File: config.mk
export PLATFORM = sky130hd
export DESIGN_NAME = cu_read_stream_control_flat
export DESIGN_NICKNAME = d
export VERILOG_FILES = /design/src/rtl/cu_read_stream_control_pkg.sv /design/src/rtl/cu_read_stream_control_if.sv /design/src/rtl/cu_read_stream_control_outstanding_counter.sv /design/src/rtl/cu_read_stream_control.sv /design/src/flat_wrapper.sv
export SDC_FILE = /design/constraint.sdc
export NUM_CORES = 1
export LEC_CHECK = 0
export CAP_MARGIN = 10
export CORE_MARGIN = 5
export CORE_UTILIZATION = 50
export DETAILED_ROUTE_END_ITERATION = 8
export GPL_TIMING_DRIVEN = 0
export PLACE_DENSITY = 0.75
export SLEW_MARGIN = 15
export SYNTH_ARGS = -nofsm -noshare
export SYNTH_HDL_FRONTEND = slang
export SYNTH_HIERARCHICAL = 1
export SYNTH_SLANG_ARGS = --single-unit
export TNS_END_PERCENT = 5
File: constraint.sdc
create_clock -name clock -period 8.85 [get_ports clock]
set_input_delay 2.655 -clock clock [delete_from_list [all_inputs] [get_ports clock]]
set_output_delay 2.655 -clock clock [all_outputs]
set_load 0.01 [all_outputs]
File: src/rtl/cu_read_stream_control_pkg.sv
// Shared types, constants and helpers for the CU read-stream controller.
// ARRAY_SIZE and cu_id_t are the CU-wide globals; read_state, CACHELINE_BYTES,
// cmd_size_calculate and lines_in_stream belong to the read-stream logic.
package cu_read_stream_control_pkg;

  // Bytes per matrix element and width of a compute-unit identifier.
  localparam int unsigned ARRAY_SIZE = 4;
  typedef logic [3:0] cu_id_t;

  // One read command never crosses a cacheline.
  localparam int unsigned CACHELINE_BYTES = 128;
  localparam int unsigned ELEMS_PER_LINE  = CACHELINE_BYTES / ARRAY_SIZE;

  typedef enum logic [3:0] {
    READ_STREAM_RESET          = 4'd0,
    IDLE                       = 4'd1,
    SET                        = 4'd2,
    PREFETCH_READ_STREAM_START = 4'd3,
    PREFETCH_READ_STREAM_REQ   = 4'd4,
    START                      = 4'd5,
    REQ                        = 4'd6,
    PENDING                    = 4'd7,
    DONE                       = 4'd8,
    FINAL                      = 4'd9
  } read_state;

  // Smallest power of two >= num_bytes, capped at one cacheline (128).
  function automatic logic [11:0] cmd_size_calculate(input logic [11:0] num_bytes);
    logic [11:0] size;
    size = 12'd1;
    for (int i = 0; i < 7; i++) begin
      if (size < num_bytes) begin
        size = {size[10:0], 1'b0};
      end
    end
    return size;
  endfunction

  // Number of cachelines touched by a stream of num_elements elements.
  function automatic logic [31:0] lines_in_stream(input logic [31:0] num_elements);
    logic [32:0] padded;
    padded = {1'b0, num_elements} + 33'(ELEMS_PER_LINE - 1);
    return 32'(padded >> $clog2(ELEMS_PER_LINE));
  endfunction

endpackage

File: src/rtl/cu_read_stream_control_if.sv
// Command/response bus between a CU read-stream controller (master) and the
// shared command arbiter plus response network (slave).
interface cu_read_stream_control_if;
  import cu_read_stream_control_pkg::*;

  logic        cmd_valid;
  logic        cmd_ready;
  logic [63:0] cmd_addr;
  logic [11:0] cmd_size;
  cu_id_t      cmd_cu_id;
  logic        cmd_prefetch;
  logic        rsp_valid;
  cu_id_t      rsp_cu_id;

  modport master (
    output cmd_valid, cmd_addr, cmd_size, cmd_cu_id, cmd_prefetch,
    input  cmd_ready, rsp_valid, rsp_cu_id
  );

  modport slave (
    input  cmd_valid, cmd_addr, cmd_size, cmd_cu_id, cmd_prefetch,
    output cmd_ready, rsp_valid, rsp_cu_id
  );
endinterface

File: src/rtl/cu_read_stream_control_outstanding_counter.sv
// In-flight command counter: +1 per issued command, -1 per owned response.
// A response with nothing in flight leaves the count at zero and raises a
// sticky underflow flag.
module cu_outstanding_counter #(
  parameter  int unsigned MAX_OUTSTANDING = 16,
  localparam int unsigned CNT_W           = $clog2(MAX_OUTSTANDING) + 1
) (
  input  logic             clock,
  input  logic             rstn,
  input  logic             inc,
  input  logic             dec,
  output logic             full,
  output logic [CNT_W-1:0] count,
  output logic             underflow
);

  localparam logic [CNT_W-1:0] CNT_ONE = CNT_W'(1);
  localparam logic [CNT_W-1:0] CNT_MAX = CNT_W'(MAX_OUTSTANDING);

  assign full = (count == CNT_MAX);

  // Track in-flight commands; simultaneous issue and response cancel out.
  always_ff @(posedge clock or negedge rstn) begin
    if (!rstn) begin
      count     <= {CNT_W{1'b0}};
      underflow <= 1'b0;
    end else begin
      case ({inc, dec})
        2'b10: count <= count + CNT_ONE;
        2'b01: begin
          if (count == {CNT_W{1'b0}}) begin
            underflow <= 1'b1;
          end else begin
            count <= count - CNT_ONE;
          end
        end
        default: begin
          count <= count;
        end
      endcase
    end
  end

endmodule

File: src/rtl/cu_read_stream_control.sv
// Read-stream sequencer for one CU operand stream: splits a base/count stream
// into cacheline read commands, limits in-flight commands and waits for all
// owned responses before signalling done.
// Optional feature macro: CU_READ_STREAM_PREFETCH_EN -- issues up to
// PREFETCH_LINES full-line touch commands before the real reads.
module cu_read_stream_control
  import cu_read_stream_control_pkg::*;
#(
  parameter  cu_id_t      CU_ID           = 4'd0,
  parameter  int unsigned MAX_OUTSTANDING = 16,
  parameter  int unsigned PREFETCH_LINES  = 4,
  localparam int unsigned CNT_W           = $clog2(MAX_OUTSTANDING) + 1
) (
  input  logic                      clock,
  input  logic                      rstn,
  input  logic                      enabled,
  input  logic                      cfg_valid,
  input  logic [63:0]               cfg_base_addr,
  input  logic [31:0]               cfg_num_elements,
  cu_read_stream_control_if.master  bus,
  output logic [CNT_W-1:0]          outstanding,
  output logic                      done,
  output logic                      rsp_error
);

  read_state   state_q;
  logic [63:0] addr_q;
  logic [31:0] remaining_q;
  logic [31:0] chunk_q;
  logic [31:0] chunk_s;
  logic [11:0] bytes_s;
  logic        full_s;
  logic        hs_s;
  logic        rsp_match_s;

  assign hs_s        = bus.cmd_valid & bus.cmd_ready;
  assign rsp_match_s = bus.rsp_valid & (bus.rsp_cu_id == CU_ID);

  cu_outstanding_counter #(.MAX_OUTSTANDING(MAX_OUTSTANDING)) u_outstanding (
    .clock     (clock),
    .rstn      (rstn),
    .inc       (hs_s),
    .dec       (rsp_match_s),
    .full      (full_s),
    .count     (outstanding),
    .underflow (rsp_error)
  );

  // Elements covered by the next command: at most one cacheline's worth.
  always_comb begin
    if (remaining_q < 32'(ELEMS_PER_LINE)) begin
      chunk_s = remaining_q;
    end else begin
      chunk_s = 32'(ELEMS_PER_LINE);
    end
    bytes_s = 12'(chunk_s[7:0]) * 12'(ARRAY_SIZE);
  end

`ifdef CU_READ_STREAM_PREFETCH_EN
  logic [63:0] base_q;
  logic [31:0] pf_left_q;
  logic [31:0] pf_lines_s;

  // Number of touch commands: the prefetch depth, clipped to the stream length.
  always_comb begin
    if (lines_in_stream(remaining_q) < 32'(PREFETCH_LINES)) begin
      pf_lines_s = lines_in_stream(remaining_q);
    end else begin
      pf_lines_s = 32'(PREFETCH_LINES);
    end
  end
`endif

  // Stream FSM with registered command fields and done level.
  always_ff @(posedge clock or negedge rstn) begin
    if (!rstn) begin
      state_q          <= READ_STREAM_RESET;
      addr_q           <= 64'd0;
      remaining_q      <= 32'd0;
      chunk_q          <= 32'd0;
      bus.cmd_valid    <= 1'b0;
      bus.cmd_addr     <= 64'd0;
      bus.cmd_size     <= 12'd0;
      bus.cmd_cu_id    <= 4'd0;
      bus.cmd_prefetch <= 1'b0;
      done             <= 1'b0;
`ifdef CU_READ_STREAM_PREFETCH_EN
      base_q           <= 64'd0;
      pf_left_q        <= 32'd0;
`endif
    end else begin
      case (state_q)
        READ_STREAM_RESET: state_q <= IDLE;
        IDLE: begin
          // The configuration is only present during its strobe cycle.
          if (cfg_valid && enabled) begin
            addr_q      <= cfg_base_addr;
            remaining_q <= cfg_num_elements;
`ifdef CU_READ_STREAM_PREFETCH_EN
            base_q      <= cfg_base_addr;
`endif
            if (cfg_num_elements == 32'd0) begin
              state_q <= DONE;
              done    <= 1'b1;
            end else begin
              state_q <= SET;
            end
          end
        end
`ifdef CU_READ_STREAM_PREFETCH_EN
        SET: begin
          if (pf_lines_s == 32'd0) begin
            state_q <= START;
          end else begin
            pf_left_q <= pf_lines_s;
            state_q   <= PREFETCH_READ_STREAM_START;
          end
        end
        PREFETCH_READ_STREAM_START: begin
          if (!full_s) begin
            bus.cmd_valid    <= 1'b1;
            bus.cmd_addr     <= addr_q;
            bus.cmd_size     <= 12'(CACHELINE_BYTES);
            bus.cmd_cu_id    <= CU_ID;
            bus.cmd_prefetch <= 1'b1;
            state_q          <= PREFETCH_READ_STREAM_REQ;
          end
        end
        PREFETCH_READ_STREAM_REQ: begin
          if (hs_s) begin
            bus.cmd_valid <= 1'b0;
            if (pf_left_q == 32'd1) begin
              addr_q  <= base_q;
              state_q <= START;
            end else begin
              addr_q    <= addr_q + 64'(CACHELINE_BYTES);
              pf_left_q <= pf_left_q - 32'd1;
              state_q   <= PREFETCH_READ_STREAM_START;
            end
          end
        end
`else
        SET: state_q <= START;
`endif
        START: begin
          if (!full_s) begin
            bus.cmd_valid    <= 1'b1;
            bus.cmd_addr     <= addr_q;
            bus.cmd_size     <= cmd_size_calculate(bytes_s);
            bus.cmd_cu_id    <= CU_ID;
            bus.cmd_prefetch <= 1'b0;
            chunk_q          <= chunk_s;
            state_q          <= REQ;
          end
        end
        REQ: begin
          if (hs_s) begin
            bus.cmd_valid <= 1'b0;
            addr_q        <= addr_q + 64'(CACHELINE_BYTES);
            remaining_q   <= remaining_q - chunk_q;
            if (remaining_q == chunk_q) begin
              state_q <= PENDING;
            end else begin
              state_q <= START;
            end
          end
        end
        PENDING: begin
          if (outstanding == {CNT_W{1'b0}}) begin
            state_q <= DONE;
            done    <= 1'b1;
          end
        end
        DONE: state_q <= FINAL;
        FINAL: begin
          if (!enabled) begin
            state_q <= IDLE;
            done    <= 1'b0;
          end
        end
        default: state_q <= READ_STREAM_RESET;
      endcase
    end
  end

endmodule

File: src/flat_wrapper.sv
// flat-port wrapper written by rule: the top's interface ports become plain ports
module cu_read_stream_control_flat import cu_read_stream_control_pkg::*;
#(
  parameter  cu_id_t      CU_ID           = 4'd0,
  parameter  int unsigned MAX_OUTSTANDING = 16,
  parameter  int unsigned PREFETCH_LINES  = 4,
  localparam int unsigned CNT_W           = $clog2(MAX_OUTSTANDING) + 1
)
  (clock, rstn, enabled, cfg_valid, cfg_base_addr, cfg_num_elements, outstanding, done, rsp_error, bus_cmd_valid, bus_cmd_addr, bus_cmd_size, bus_cmd_cu_id, bus_cmd_prefetch, bus_cmd_ready, bus_rsp_valid, bus_rsp_cu_id);
  cu_read_stream_control_if bus_i ();
  input  logic clock;
  input  logic rstn;
  input  logic enabled;
  input  logic cfg_valid;
  input  logic [63:0] cfg_base_addr;
  input  logic [31:0] cfg_num_elements;
  output logic [CNT_W-1:0] outstanding;
  output logic done;
  output logic rsp_error;
  output wire logic [$bits(bus_i.cmd_valid)-1:0] bus_cmd_valid;
  output wire logic [$bits(bus_i.cmd_addr)-1:0] bus_cmd_addr;
  output wire logic [$bits(bus_i.cmd_size)-1:0] bus_cmd_size;
  output wire logic [$bits(bus_i.cmd_cu_id)-1:0] bus_cmd_cu_id;
  output wire logic [$bits(bus_i.cmd_prefetch)-1:0] bus_cmd_prefetch;
  input wire logic [$bits(bus_i.cmd_ready)-1:0] bus_cmd_ready;
  input wire logic [$bits(bus_i.rsp_valid)-1:0] bus_rsp_valid;
  input wire logic [$bits(bus_i.rsp_cu_id)-1:0] bus_rsp_cu_id;
  assign bus_cmd_valid = bus_i.cmd_valid;
  assign bus_cmd_addr = bus_i.cmd_addr;
  assign bus_cmd_size = bus_i.cmd_size;
  assign bus_cmd_cu_id = bus_i.cmd_cu_id;
  assign bus_cmd_prefetch = bus_i.cmd_prefetch;
  assign bus_i.cmd_ready = bus_cmd_ready;
  assign bus_i.rsp_valid = bus_rsp_valid;
  assign bus_i.rsp_cu_id = bus_rsp_cu_id;
  cu_read_stream_control #(.CU_ID(CU_ID), .MAX_OUTSTANDING(MAX_OUTSTANDING), .PREFETCH_LINES(PREFETCH_LINES)) u_core (.clock(clock), .rstn(rstn), .enabled(enabled), .cfg_valid(cfg_valid), .cfg_base_addr(cfg_base_addr), .cfg_num_elements(cfg_num_elements), .bus(bus_i), .outstanding(outstanding), .done(done), .rsp_error(rsp_error));
endmodule
==> metrics.md <==
| Metric | Value |
|---|---|
| Share of synthesized area occupied by flip-flops and latches | `0.426` |
| CP startpoint kind | `register` |
| X dimension of the die | `168 um` |
| Routed WL | `41700 um` |
| Area fraction of the dominant cell type after synthesis | `0.426` |
| Count of buffers from port buffering | `185` |
| Global-route wire length before repair | `65900 um` |
| Fraction of registers with async set or reset after synthesis | `1.00` |
| Average via count per standard cell | `6.01` |
| Vias after detailed routing | `12600` |
| Setup slack, reg-to-reg | `1.12 ns` |
| Clock edge transition at the registers on the reported setup and hold paths | `0.06 ns` |
| Critical Path Fanout Max | `10` |
| Worst path top cell family by delay | `compound AO/OA/AOI/OAI gates` |
| Pre-Repair DR Iteration Count | `6` |
| Max Cap Violations | `0` |
| Synth top cells by count | `sky130_fd_sc_hd__nand2_1, sky130_fd_sc_hd__dfrtp_1, sky130_fd_sc_hd__a21oi_1` |
| Post-layout util | `0.644` |
| Non-Filler Cell Area, Final | `15700 sq um` |
| Leak pwr | `6.76 nW` |
| Number of antenna violations at the first check in global routing | `0` |
| DIE AREA | `28100 sq um` |
| Global-route total usage across every layer | `0.287` |
| Dpl cells | `2054` |
| CP Depth | `32` |
| Critical path capture point | `u_core/bus.cmd_size[1]$_DFFE_PN0P_` |
| Wirelength per Cell | `19.8 um` |
| Setup repair after global routing missed its margin | `no` |
| Final nets | `1908` |
| Post CTS Setup Buffer Count | `0` |
| TritonCTS clock tree | `yes` |
| Non-filler instance count after layout | `2100` |
| GRT Residual Overflow | `0` |
| Overall power after layout | `5.16 mW` |
| FP Rows | `57` |
| Design internal power | `3.04 mW` |
| Library cell occupying the most area in the post-synthesis netlist | `sky130_fd_sc_hd__dfrtp_1` |
| Most frequent cell after synthesis | `sky130_fd_sc_hd__nand2_1` |
| Effective utilization at floorplan | `0.510` |
| P per Cell Area | `328 nW/um^2` |
| Number of flip-flops and latches in the synthesized netlist | `212` |
| Delay contributed by the slowest stage of the critical path | `0.51 ns` |
| Area growth, synth to finish | `26.3%` |
| Average footprint of a synthesized cell | `8.11 sq um` |
| Highest clock rate | `129 MHz` |
| Worst min-delay path class | `register to register` |
| Floorplan die height | `168 um` |
| Number of pins exceeding their max-slew limit in the final report | `0` |
| Placeable core region | `24400 sq um` |
| Count of cell types in the netlist | `81` |
| Number of global-route vias before repair | `12200` |
| Type of the setup path with the least slack | `register to register` |
| Number of enable flip-flop cells after synthesis | `0` |
| Slowest cell on the critical path | `sky130_fd_sc_hd__nor4_1` |
| Final weighted congestion in routability-driven placement | `0.952` |
| Commonest register cell after synthesis | `sky130_fd_sc_hd__dfrtp_1` |
| Switching share of power | `0.411` |
| Cell Area, Placed | `14800 sq um` |
| Post-route clock skew | `0.0260 ns` |
| Switching power | `2.12 mW` |
| Tcrit/Tclk final | `0.873` |
| Summed negative setup slack over all endpoints | `0 ns` |
| Reg power frac | `0.336` |
| Number of buffers added to fix hold violations after cts | `0` |
| Post-synthesis cell area | `12400 sq um` |
| Dominant cells by area after synthesis | `sky130_fd_sc_hd__dfrtp_1, sky130_fd_sc_hd__nand2_1, sky130_fd_sc_hd__a21oi_1` |
| Estimated wirelength of the detail-placed design | `30700 um` |
| Clk Latency, worst-skew pair | `0.55 ns` |
| Worst R2R Path Depth | `32` |
| Gate count after technology mapping | `1534` |
| Total clock buffers created by CTS | `25` |
| Worst IR drop on VDD | `179 uV` |
| Combinational fraction of design power | `0.444` |
| Clk pwr share | `0.220` |
| Root buffer cell | `sky130_fd_sc_hd__clkbuf_16` |
| Num ports | `195` |
| Slew of the pin with the lowest slew margin | `0.982 ns` |
| Diodes inserted | `0` |
| CP arrival | `8.14 ns` |
| Pin count of the biggest net entering global routing | `96` |
| RR Startpoint | `u_core/remaining_q[27]$_DFFE_PN0P_` |
| Final worst setup slack | `1.12 ns` |
| Critical path capture point type | `register` |
| Result of the run | `finished clean` |
| Drc violations | `0` |
| H-tree level count | `1` |
| Worst r2r dst | `u_core/bus.cmd_size[1]$_DFFE_PN0P_` |
| Startpoint of the most critical setup path | `u_core/remaining_q[27]$_DFFE_PN0P_` |
| Final Hold Viols | `0` |
| Quantity of gates resized following cts | `0` |
| Sum of buffers and inverters on the critical path | `2` |
| Data required, critical path | `9.26 ns` |
| Total number of clock tree sinks | `212` |
| DRT iter0 DRCs | `1436` |
| Worst slack at placement | `1.27 ns` |
| Worst Hold Slack | `0.468 ns` |
| Largest buffer count on any clock path | `3` |
| # fillers | `2144` |
| Fraction of final layout cells with drive strength greater than 1 | `0.0535` |
| Worst rel slew slack | `0.345` |
| Final setup violation count | `0` |
| Yosys synthesis warning count | `6` |
| Clock period minus final worst setup slack | `7.73 ns` |
| Antenna violation net count after detailed routing | `0` |
==> cell usage in the layout (no fill, tap or decap), types with 9 or more instances in the layout <==
master                            count
sky130_fd_sc_hd__nor2_1             135
sky130_fd_sc_hd__xnor2_1             18
sky130_fd_sc_hd__a31oi_1             21
sky130_fd_sc_hd__and4_1              11
sky130_fd_sc_hd__or3_1               14
sky130_fd_sc_hd__clkbuf_1            69
sky130_fd_sc_hd__nand2_1            323
sky130_fd_sc_hd__nand3_1             60
sky130_fd_sc_hd__nor4_1              19
sky130_fd_sc_hd__inv_1               55
sky130_fd_sc_hd__o22ai_1             36
sky130_fd_sc_hd__a21o_1              21
sky130_fd_sc_hd__mux2i_1             11
sky130_fd_sc_hd__clkdlybuf4s50_1    184
sky130_fd_sc_hd__ha_1                44
sky130_fd_sc_hd__and3_1              22
sky130_fd_sc_hd__a22oi_1              9
sky130_fd_sc_hd__conb_1               9
sky130_fd_sc_hd__clkbuf_16           25
sky130_fd_sc_hd__nor3_1              30
sky130_fd_sc_hd__buf_4               11
sky130_fd_sc_hd__nand2b_1            10
sky130_fd_sc_hd__a21oi_1            160
sky130_fd_sc_hd__dfrtp_1            212
sky130_fd_sc_hd__nand4_1             19
sky130_fd_sc_hd__o21ai_0             90
==> area by class of cell <==
type	instances	area, sq um	area share
multi-input cells	1187	6590	0.419
flip-flops and latches	212	5310	0.338
repair buffers	188	1920	0.122
clock buffers	31	688	0.0438
well taps	324	405	0.0258
plain buffers	87	374	0.0238
clock inverters	15	224	0.0143
inverters	56	210	0.0134
==> worst min-delay path: cells and delay by family (launching register included) <==
| family | cells | cell delay (ns) |
|---|---|---|
| flops | 1 | 0.34 |
| simple gates | 2 | 0.10 |
==> worst min path at each step <==
| stage | startpoint | depth (start not counted) | slack [ns] | end |
|---|---|---|---|---|
| 2_1_floorplan | u_core/addr_q[0]$_DFFE_PN0P_ | 2 | 0.44 | u_core/bus.cmd_addr[0]$_DFFE_PN0P_ |
| 3_3_place_gp | u_core/addr_q[4]$_DFFE_PN0P_ | 2 | 0.45 | u_core/bus.cmd_addr[4]$_DFFE_PN0P_ |
| 3_5_place_dp | u_core/addr_q[0]$_DFFE_PN0P_ | 2 | 0.46 | u_core/bus.cmd_addr[0]$_DFFE_PN0P_ |
| 4_1_cts | u_core/addr_q[0]$_DFFE_PN0P_ | 2 | 0.47 | u_core/bus.cmd_addr[0]$_DFFE_PN0P_ |
| 5_1_grt | u_core/bus.cmd_addr[34]$_DFFE_PN0P_ | 2 | 0.49 | u_core/bus.cmd_addr[34]$_DFFE_PN0P_ |
| 6_report | u_core/addr_q[5]$_DFFE_PN0P_ | 2 | 0.47 | u_core/bus.cmd_addr[5]$_DFFE_PN0P_ |
==> metal layers <==
metal / global-route usage / part of all wire / vias up / routed length (um)
met4: 0.111 / 0.044 / 0 / 1850
met1: 0.397 / 0.41 / 6014 / 17200
met5: 0 / 0 / - / 0
met2: 0.450 / 0.45 / 641 / 18600
li1: - / - / 5827 / -
met3: 0.0547 / 0.097 / 129 / 4060
==> cells by family after synthesis <==
logic type	synth area share
and+or+nand+nor	0.252
AOI/OAI and AO/OA	0.198
DFF	0.426
buffers and inverters	0.0470
adders and majority gates	0.0459
xor gates and xnor gates	0.0183
muxes	0.0119
other	0.000301
==> state kept, by name, indices dropped and copies added, names as in the netlist <==
| signal | flops |
|---|---|
| u_core/remaining_q | 32 |
| u_core/u_outstanding/count | 5 |
| u_core/addr_q | 64 |
| u_core/done | 1 |
| u_core/state_q | 4 |
| u_core/bus.cmd_addr | 64 |
| u_core/chunk_q | 32 |
| u_core/bus.cmd_valid | 1 |
| u_core/bus.cmd_size | 8 |
| u_core/u_outstanding/underflow | 1 |
==> power by group through the flow <==
| stage | sequential, mW | clock [mW] | combinational [mW] |
|---|---|---|---|
| final | 1.73 | 1.14 | 2.29 |
| after floorplan | 1.70 | 0 | 1.38 |
| after global placement | 1.73 | 0 | 2.20 |
| after CTS | 1.72 | 1.15 | 2.26 |
| after global routing | 1.78 | 1.19 | 2.53 |
| after detailed placement | 1.73 | 0 | 2.25 |
Power figures use the tool's default switching activity.
